<file path="src/rtl/fetch_queue_unit_pkg.sv">
// Shared entry type and default sizing for the instruction-fetch queue front end.
package fetch_queue_unit_pkg;

  localparam int FQ_PC_W  = 9;
  localparam int FQ_INS_W = 32;
  localparam int FQ_DEPTH = 4;
  localparam int FQ_PTR_W = $clog2(FQ_DEPTH);

  typedef struct packed {
    logic [FQ_PC_W-1:0]  pc;
    logic [FQ_INS_W-1:0] instr;
    logic                filled;
  } fq_entry_t;

  // Sequential fetch address; the add wraps at the PC width.
  function automatic logic [FQ_PC_W-1:0] fq_next_pc(input logic [FQ_PC_W-1:0] pc,
                                                     input logic [FQ_PC_W-1:0] step);
    return pc + step;
  endfunction

endpackage

</file>
<file path="src/rtl/fetch_queue_mem.sv">
// DEPTH-entry fetch queue storage: one allocate, one fill and one read/pop port, plus flush-all.
module fetch_queue_mem
  import fetch_queue_unit_pkg::*;
#(
  parameter int DEPTH = FQ_DEPTH,
  parameter int PTR_W = FQ_PTR_W
) (
  input  logic                clk,
  input  logic                reset,
  input  logic                flush,
  input  logic                alloc,
  input  logic [PTR_W-1:0]    alloc_ptr,
  input  logic [FQ_PC_W-1:0]  alloc_pc,
  input  logic                fill,
  input  logic [PTR_W-1:0]    fill_ptr,
  input  logic [FQ_INS_W-1:0] fill_instr,
  input  logic                pop,
  input  logic [PTR_W-1:0]    rd_ptr,
  output fq_entry_t           head
);

  fq_entry_t entries_r [DEPTH];

  // Allocate, fill and pop never target the same entry in one cycle, so priority among them is moot.
  always_ff @(posedge clk) begin
    if (!reset) begin
      for (int i = 0; i < DEPTH; i++) begin
        entries_r[i] <= '0;
      end
    end else if (flush) begin
      for (int i = 0; i < DEPTH; i++) begin
        entries_r[i].filled <= 1'b0;
      end
    end else begin
      for (int i = 0; i < DEPTH; i++) begin
        if (alloc && (alloc_ptr == PTR_W'(i))) begin
          entries_r[i].pc     <= alloc_pc;
          entries_r[i].filled <= 1'b0;
        end else if (fill && (fill_ptr == PTR_W'(i))) begin
          entries_r[i].instr  <= fill_instr;
          entries_r[i].filled <= 1'b1;
        end else if (pop && (rd_ptr == PTR_W'(i))) begin
          entries_r[i].filled <= 1'b0;
        end
      end
    end
  end

  assign head = entries_r[rd_ptr];

endmodule

</file>
<file path="src/rtl/fetch_queue_unit.sv">
// Instruction-fetch front end: owns the fetch PC, issues in-order memory requests and
// buffers responses for decode behind a valid/ready handshake, with redirect flush and halt.
module fetch_queue_unit
  import fetch_queue_unit_pkg::*;
#(
  parameter int              PC_W     = FQ_PC_W,
  parameter int              INS_W    = FQ_INS_W,
  parameter int              DEPTH    = FQ_DEPTH,
  parameter int              PC_STEP  = 4,
  parameter logic [PC_W-1:0] RESET_PC = {PC_W{1'b0}}
) (
  input  logic                       clk,
  input  logic                       reset,
  output logic                       imem_req,
  output logic [PC_W-1:0]            imem_addr,
  input  logic                       imem_rvalid,
  input  logic [INS_W-1:0]           imem_rdata,
  input  logic                       redirect,
  input  logic [PC_W-1:0]            redirect_pc,
  input  logic                       halt,
  input  logic                       id_ready,
  output logic                       id_valid,
  output logic [PC_W-1:0]            id_pc,
  output logic [INS_W-1:0]           id_instr,
  output logic [$clog2(DEPTH+1)-1:0] occupancy
);

  localparam int              PTR_W    = $clog2(DEPTH);
  localparam int              CNT_W    = $clog2(DEPTH+1);
  localparam logic [CNT_W-1:0] FULL_CNT = CNT_W'(DEPTH);
  localparam logic [PC_W-1:0]  STEP_PC  = PC_W'(PC_STEP);

  logic [PC_W-1:0]  pc_r;
  logic [PTR_W-1:0] wr_ptr_r;
  logic [PTR_W-1:0] fill_ptr_r;
  logic [PTR_W-1:0] rd_ptr_r;
  logic [CNT_W-1:0] occ_r;
  logic [CNT_W-1:0] pend_r;
  logic [CNT_W-1:0] drop_cnt_r;

  logic             issue_s;
  logic             fill_s;
  logic             drop_s;
  logic             pop_s;
  logic [CNT_W-1:0] drop_flush_s;
  fq_entry_t        head_s;

  // Issue, response routing and decode handshake; redirect suppresses all of them.
  always_comb begin
    issue_s      = 1'b0;
    fill_s       = 1'b0;
    drop_s       = 1'b0;
    id_valid     = 1'b0;
    pop_s        = 1'b0;
    drop_flush_s = drop_cnt_r;
    if (reset && !redirect) begin
      issue_s  = !halt && (occ_r < FULL_CNT);
      fill_s   = imem_rvalid && (drop_cnt_r == {CNT_W{1'b0}});
      drop_s   = imem_rvalid && (drop_cnt_r != {CNT_W{1'b0}});
      id_valid = head_s.filled;
      pop_s    = head_s.filled && id_ready;
    end else begin
      // pend_r is the unfilled-entry count; an rvalid this cycle retires one in-flight request.
      drop_flush_s = drop_cnt_r + pend_r - CNT_W'(imem_rvalid);
    end
  end

  assign imem_req  = issue_s;
  assign imem_addr = pc_r;
  assign id_pc     = head_s.pc;
  assign id_instr  = head_s.instr;
  assign occupancy = occ_r;

  // PC, pointers and counters; redirect flushes everything but remembers in-flight requests.
  always_ff @(posedge clk) begin
    if (!reset) begin
      pc_r       <= RESET_PC;
      wr_ptr_r   <= {PTR_W{1'b0}};
      fill_ptr_r <= {PTR_W{1'b0}};
      rd_ptr_r   <= {PTR_W{1'b0}};
      occ_r      <= {CNT_W{1'b0}};
      pend_r     <= {CNT_W{1'b0}};
      drop_cnt_r <= {CNT_W{1'b0}};
    end else if (redirect) begin
      pc_r       <= redirect_pc;
      wr_ptr_r   <= {PTR_W{1'b0}};
      fill_ptr_r <= {PTR_W{1'b0}};
      rd_ptr_r   <= {PTR_W{1'b0}};
      occ_r      <= {CNT_W{1'b0}};
      pend_r     <= {CNT_W{1'b0}};
      drop_cnt_r <= drop_flush_s;
    end else begin
      if (issue_s) begin
        pc_r     <= fq_next_pc(pc_r, STEP_PC);
        wr_ptr_r <= wr_ptr_r + {{(PTR_W-1){1'b0}}, 1'b1};
      end
      if (fill_s) begin
        fill_ptr_r <= fill_ptr_r + {{(PTR_W-1){1'b0}}, 1'b1};
      end
      if (pop_s) begin
        rd_ptr_r <= rd_ptr_r + {{(PTR_W-1){1'b0}}, 1'b1};
      end
      if (drop_s) begin
        drop_cnt_r <= drop_cnt_r - {{(CNT_W-1){1'b0}}, 1'b1};
      end
      occ_r  <= occ_r + CNT_W'(issue_s) - CNT_W'(pop_s);
      pend_r <= pend_r + CNT_W'(issue_s) - CNT_W'(fill_s);
    end
  end

  fetch_queue_mem #(
    .DEPTH (DEPTH),
    .PTR_W (PTR_W)
  ) u_mem (
    .clk        (clk),
    .reset      (reset),
    .flush      (redirect),
    .alloc      (issue_s),
    .alloc_ptr  (wr_ptr_r),
    .alloc_pc   (pc_r),
    .fill       (fill_s),
    .fill_ptr   (fill_ptr_r),
    .fill_instr (imem_rdata),
    .pop        (pop_s),
    .rd_ptr     (rd_ptr_r),
    .head       (head_s)
  );

endmodule

</file>
<file path="config.mk">
export PLATFORM = sky130hd
export DESIGN_NAME = fetch_queue_unit
export DESIGN_NICKNAME = d
export VERILOG_FILES = /design/src/rtl/fetch_queue_unit_pkg.sv /design/src/rtl/fetch_queue_mem.sv /design/src/rtl/fetch_queue_unit.sv
export SDC_FILE = /design/constraint.sdc
export NUM_CORES = 1
export LEC_CHECK = 0
export BUFFER_PORTS_ARGS = -buffer_cell sky130_fd_sc_hd__buf_4
export CORE_MARGIN = 1.5
export CORE_UTILIZATION = 50
export DETAILED_ROUTE_END_ITERATION = 8
export PLACE_DENSITY = 0.8
export SYNTH_ARGS = -nofsm -noshare
export SYNTH_HDL_FRONTEND = slang
export SYNTH_HIERARCHICAL = 1
export SYNTH_SLANG_ARGS = --single-unit
</file>
<file path="constraint.sdc">
create_clock -name clk -period 12 [get_ports clk]
set_input_delay 0.6 -clock clk [delete_from_list [all_inputs] [get_ports clk]]
set_output_delay 0.6 -clock clk [all_outputs]
set_load 0.01 [all_outputs]
</file>
# == Word level (Yosys, flattened, before mapping) ==
# Memories as Yosys holds them, arrays and structs flattened. A register that Yosys moved wholly into a read port is not among the register bits.
# Index checks and enable logic that the tools add are counted.
# totals
register_bits,24
mem_bits_rw,168
inputBits,47
n_memories,1
# memory_table
memory,words,width,rd,rd_clocked_by_memory_dff,wr,line_no,rtl
u_mem.entries_r,4,42,1,1,4,fetch_queue_mem.sv:22,fq_entry_t entries_r [DEPTH];
# classes
n_reduce_logical,28
order_cmp,1
mux,100
bitwise,25
eq_ne,10
addsub,11
# ops
cell,n
two-way mux 32 bit,4
two-way mux 1 bit,85
two-way mux 9 bit,6
bitwise OR 1 bit,24
logical AND 1 bit,17
"== test 2 bit, second input constant",6
"adder 9 x 3 -> 9 bit, second input constant",1
two-way mux 3 bit,3
subtractor 3 x 1 -> 3 bit,3
"adder 2 x 1 -> 2 bit, second input constant",3
adder 3 x 1 -> 3 bit,2
"== test 2 x 1 -> 1 bit, second input constant",3
zero test 2 bit,3
two-way mux 2 bit,2
nonzero test 2 bit,2
adder 3 bit,1
zero test 3 bit,1
"< comparator 3 bit, second input constant",1
nonzero test 3 bit,1
"subtractor 3 x 1 -> 3 bit, second input constant",1
zero test 1 bit,2
"inequality test 2 bit, second input constant",1
AND reduction 2 bit,1
OR reduction 2 bit,1
NOT 1 bit,1

# == Depth between registers and ports, before layout ==
# depth
ltp_word,11
ltp_mapped,13

# == Hierarchy ==
# The synthesis kept the hierarchy.
# by_module_without_submodules
module,area_each_um2,instances,cells_per_inst,seq_area_each_um2
fetch_queue_mem,7890.1,1,505,5044.8
fetch_queue_unit,1303.8,1,146,480.5

# == Worst setup path before layout ==
# OpenSTA, ideal clock, no wires.
# synth_path
kind,in2reg
start,in redirect
end,mem u_mem/entries_r[0][10] in the netlist's numbering (enable)
n_path_buf,2
cell_stages,7
arrival_ns,4.342
required_time_ns,11.530
slack_ns,7.188
setup_time_ns,0.470
path_cell_list,clkbuf_1 inv_1 nand2_1 clkbuf_1 nor2_1 or3b_2 o31ai_1
# synth_lines
item,line_no,rtl
"start, declared",fetch_queue_unit.sv:18,"input logic redirect,"
"end, declared",fetch_queue_mem.sv:22,

==> metrics <==
outcome complete, no violations; type of the worst setup path in2reg; first-pass GRT wire length 33200 um; mapped cell area about 9200 um2; Post-CTS Setup Repair Bufs 0; wire length per cell 22.0 um; final RePlAce weighted congestion 0.776; max_slew headroom roughly 17%; Clock Skews 0.00922 ns; vias in the first global route 5996; number of diodes 0; Slew @ Worst Pin about 1.2 ns; number of library cell types mapped by synthesis 48; # setup viols final 0; DR vias 6082; clk_lat worst skew 0.43 ns; worst path cell trace buf_4, inv_1, nand2_1, nor3_1, or3b_2, o21ai_0; Worst Hold Slack 0.426 ns; Die Width 139 um; average cell area after synthesis between 10 and 15 um2; worst path buffer plus inverter count 2; # placed instances 925; CTS-repair resized insts 0; clk buf depth 2; layout net count 775; CP delay by family, top simple AND/OR/NAND/NOR gates; Die H around 140 um; CP max stage delay 0.93 ns; largest net degree at the start of global routing 69; # H-tree levels 4; Core ar. 18000 um2; Worst setup EP type flop; Arr. time, crit path about 4 ns; pins over their slew limit 0; Layout Utilization approximately three fifths; sequential area share after synthesis 60.1%; final worst path period need 3.95 ns; Pre-Repair DR Iteration Count 5; Crit-path slowest cell o21ai_0; max_cap viols 0; DRT iter0 DRCs 669; DRC 0; initial core utilization 51.0%; CP Max Fanout 22; synthesis warning total 6; final wirelength about 21000 um; Synth area leader edfxtp_1; Overflow after GRT 0; Hold Violations, Final 0; sum of negative setup slack 0 ns; Site Rows a little under 50; Static Leak between 3 and 4 nW; Inserted Clock Buffers 17; CP startpoint kind input pin; fin crit share ~33%; #FFs+latches synth 192; Post-Layout Cell Count around 960; CTS hold repair buffers 0; Post-Syn Nets roughly 710; area share of the largest cell type after synthesis a little over half; initial antenna violation count 0; fmax around 0.25 GHz; number of synthesized flops with an enable pin 168; fraction of layout cells with a size suffix above 1 a little under a third; power per cell area 141 nW/um2; RSZ-0062 raised after global routing false; DP HPWL about 13000 um; Gate Count Post-Synth between 600 and 700; CTS clock-pin slew for the worst setup and hold paths ~0.06 ns; Detail Route Antenna Nets 0; number of port buffers between 100 and 150; CTS tree built; Root Driver clkbuf_16; # IOs 102; ys flop type edfxtp_1; # clock sinks 192; Die ar. approximately 19000 um2; Layout area overhead 15.5%; synth top area cells edfxtp_1, mux4_2, dfxtp_1; fraction of registers with async set/reset 0%; worst hold path class in2reg; via-per-instance ratio 6.36; Peak VDD IR approximately 0.00011 V; WP data required 12.04 ns; gr usage total 22.2%
worst min-delay path: stages:
cell	delay [ns]
buf_4	0.08
mux2i_1	0.06
nor2_1	0.08
final cells by class:
class,instances,area [um2]
clock buffer,18,429
clock inverter,13,161
fill,1361,7400
inverter,50,188
multi-input combinational,342,3190
sequential,192,5530
tap,229,287
timing repair buffer,112,841
power breakdown:
part,internal (mW),switching [mW]
Combinational,0.0648,0.0836
Sequential,0.761,0.0194
Clock,0.327,0.238
Total,1.15,0.341
path summary, 6_finish.rpt:
kind	start	endpoint	slack (ns)	depth (start not counted)
worst min register to register	drop_cnt_r[1]	drop_cnt_r[1]	0.54	2
worst max register to register	rd_ptr_r[0]	occupancy[2]	8.63	10
worst max-delay path	redirect	u_mem/entries_r[0][38]	8.05	6
worst min-delay path	redirect_pc[1]	imem_addr[1]	0.43	3
through the flow:
stage	power [mW]	setup WS (ns)	area (um2)
after detailed placement	0.942	7.63	10000
after floorplan	0.879	7.19	9190
after global routing	1.54	7.78	10600
final	1.49	8.05	10600
after global placement	0.934	7.88	10000
after CTS	1.50	8.08	10600
sequential cells by signal, summed over array words and instances, names as in the netlist:
signal / flops
drop_cnt_r: 3
fill_ptr_r: 2
imem_addr: 9
occupancy: 3
pend_r: 3
rd_ptr_r: 2
u_mem/entries_r: 168
wr_ptr_r: 2
routing by layer:
layer / global-route usage, % / up-vias / part of all wire [%]
met5: 0 / - / 0
met4: 8.98 / 0 / 2.2
met3: 4.77 / 39 / 8.8
met2: 36.1 / 329 / 51
met1: 29.4 / 3039 / 38
li1: - / 2675 / -
cells by family (layout without fill, tap and decap cells):
family	count (synthesis)	count (layout)	synth area share, %
muxes	44	44	10.5
xor gates and xnor gates	15	15	1.43
adders and majority gates	13	13	2.01
buffers and inverters	117	193	5.99
AOI/OAI and AO/OA	74	74	6.23
DFF	192	192	60.1
and+or+nand+nor	196	196	13.7
cells in the final DEF (no fill, tap or decap), types with 5 or more instances in the layout:
cell type | netlist | final
mux4_2 | 42 | 42
xnor2_1 | 11 | 11
nand3_1 | 6 | 5
buf_4 | 5 | 112
a41oi_1 | 41 | 41
dfxtp_1 | 24 | 22
nor2_1 | 17 | 17
o21ai_0 | 14 | 14
clkbuf_16 | 0 | 17
nor4_1 | 43 | 43
ha_1 | 10 | 10
nand2_1 | 46 | 46
edfxtp_1 | 168 | 168
and3_1 | 24 | 23
nor4_2 | 18 | 18
inv_1 | 50 | 50
nor3_1 | 5 | 5
nand3b_1 | 5 | 5
synthesized netlist by cell type (all sizes together), types with 3 or more instances:
library cell and instances:
o21ai 14, and3 24, nand4b 4, or3 4
inv 50, nor2 17, o31ai 5, nand3 6
a41oi 41, nand2 46, or3b 3, nor4 64
fa 3, buf 35, dfxtp 24, nand2b 7
nor3 5, nor3b 4, nand3b 5, ha 10
xor2 4, a31oi 4, xnor2 11, mux4 42
edfxtp 168, clkbuf 32
(Power assumes the default switching activity.)
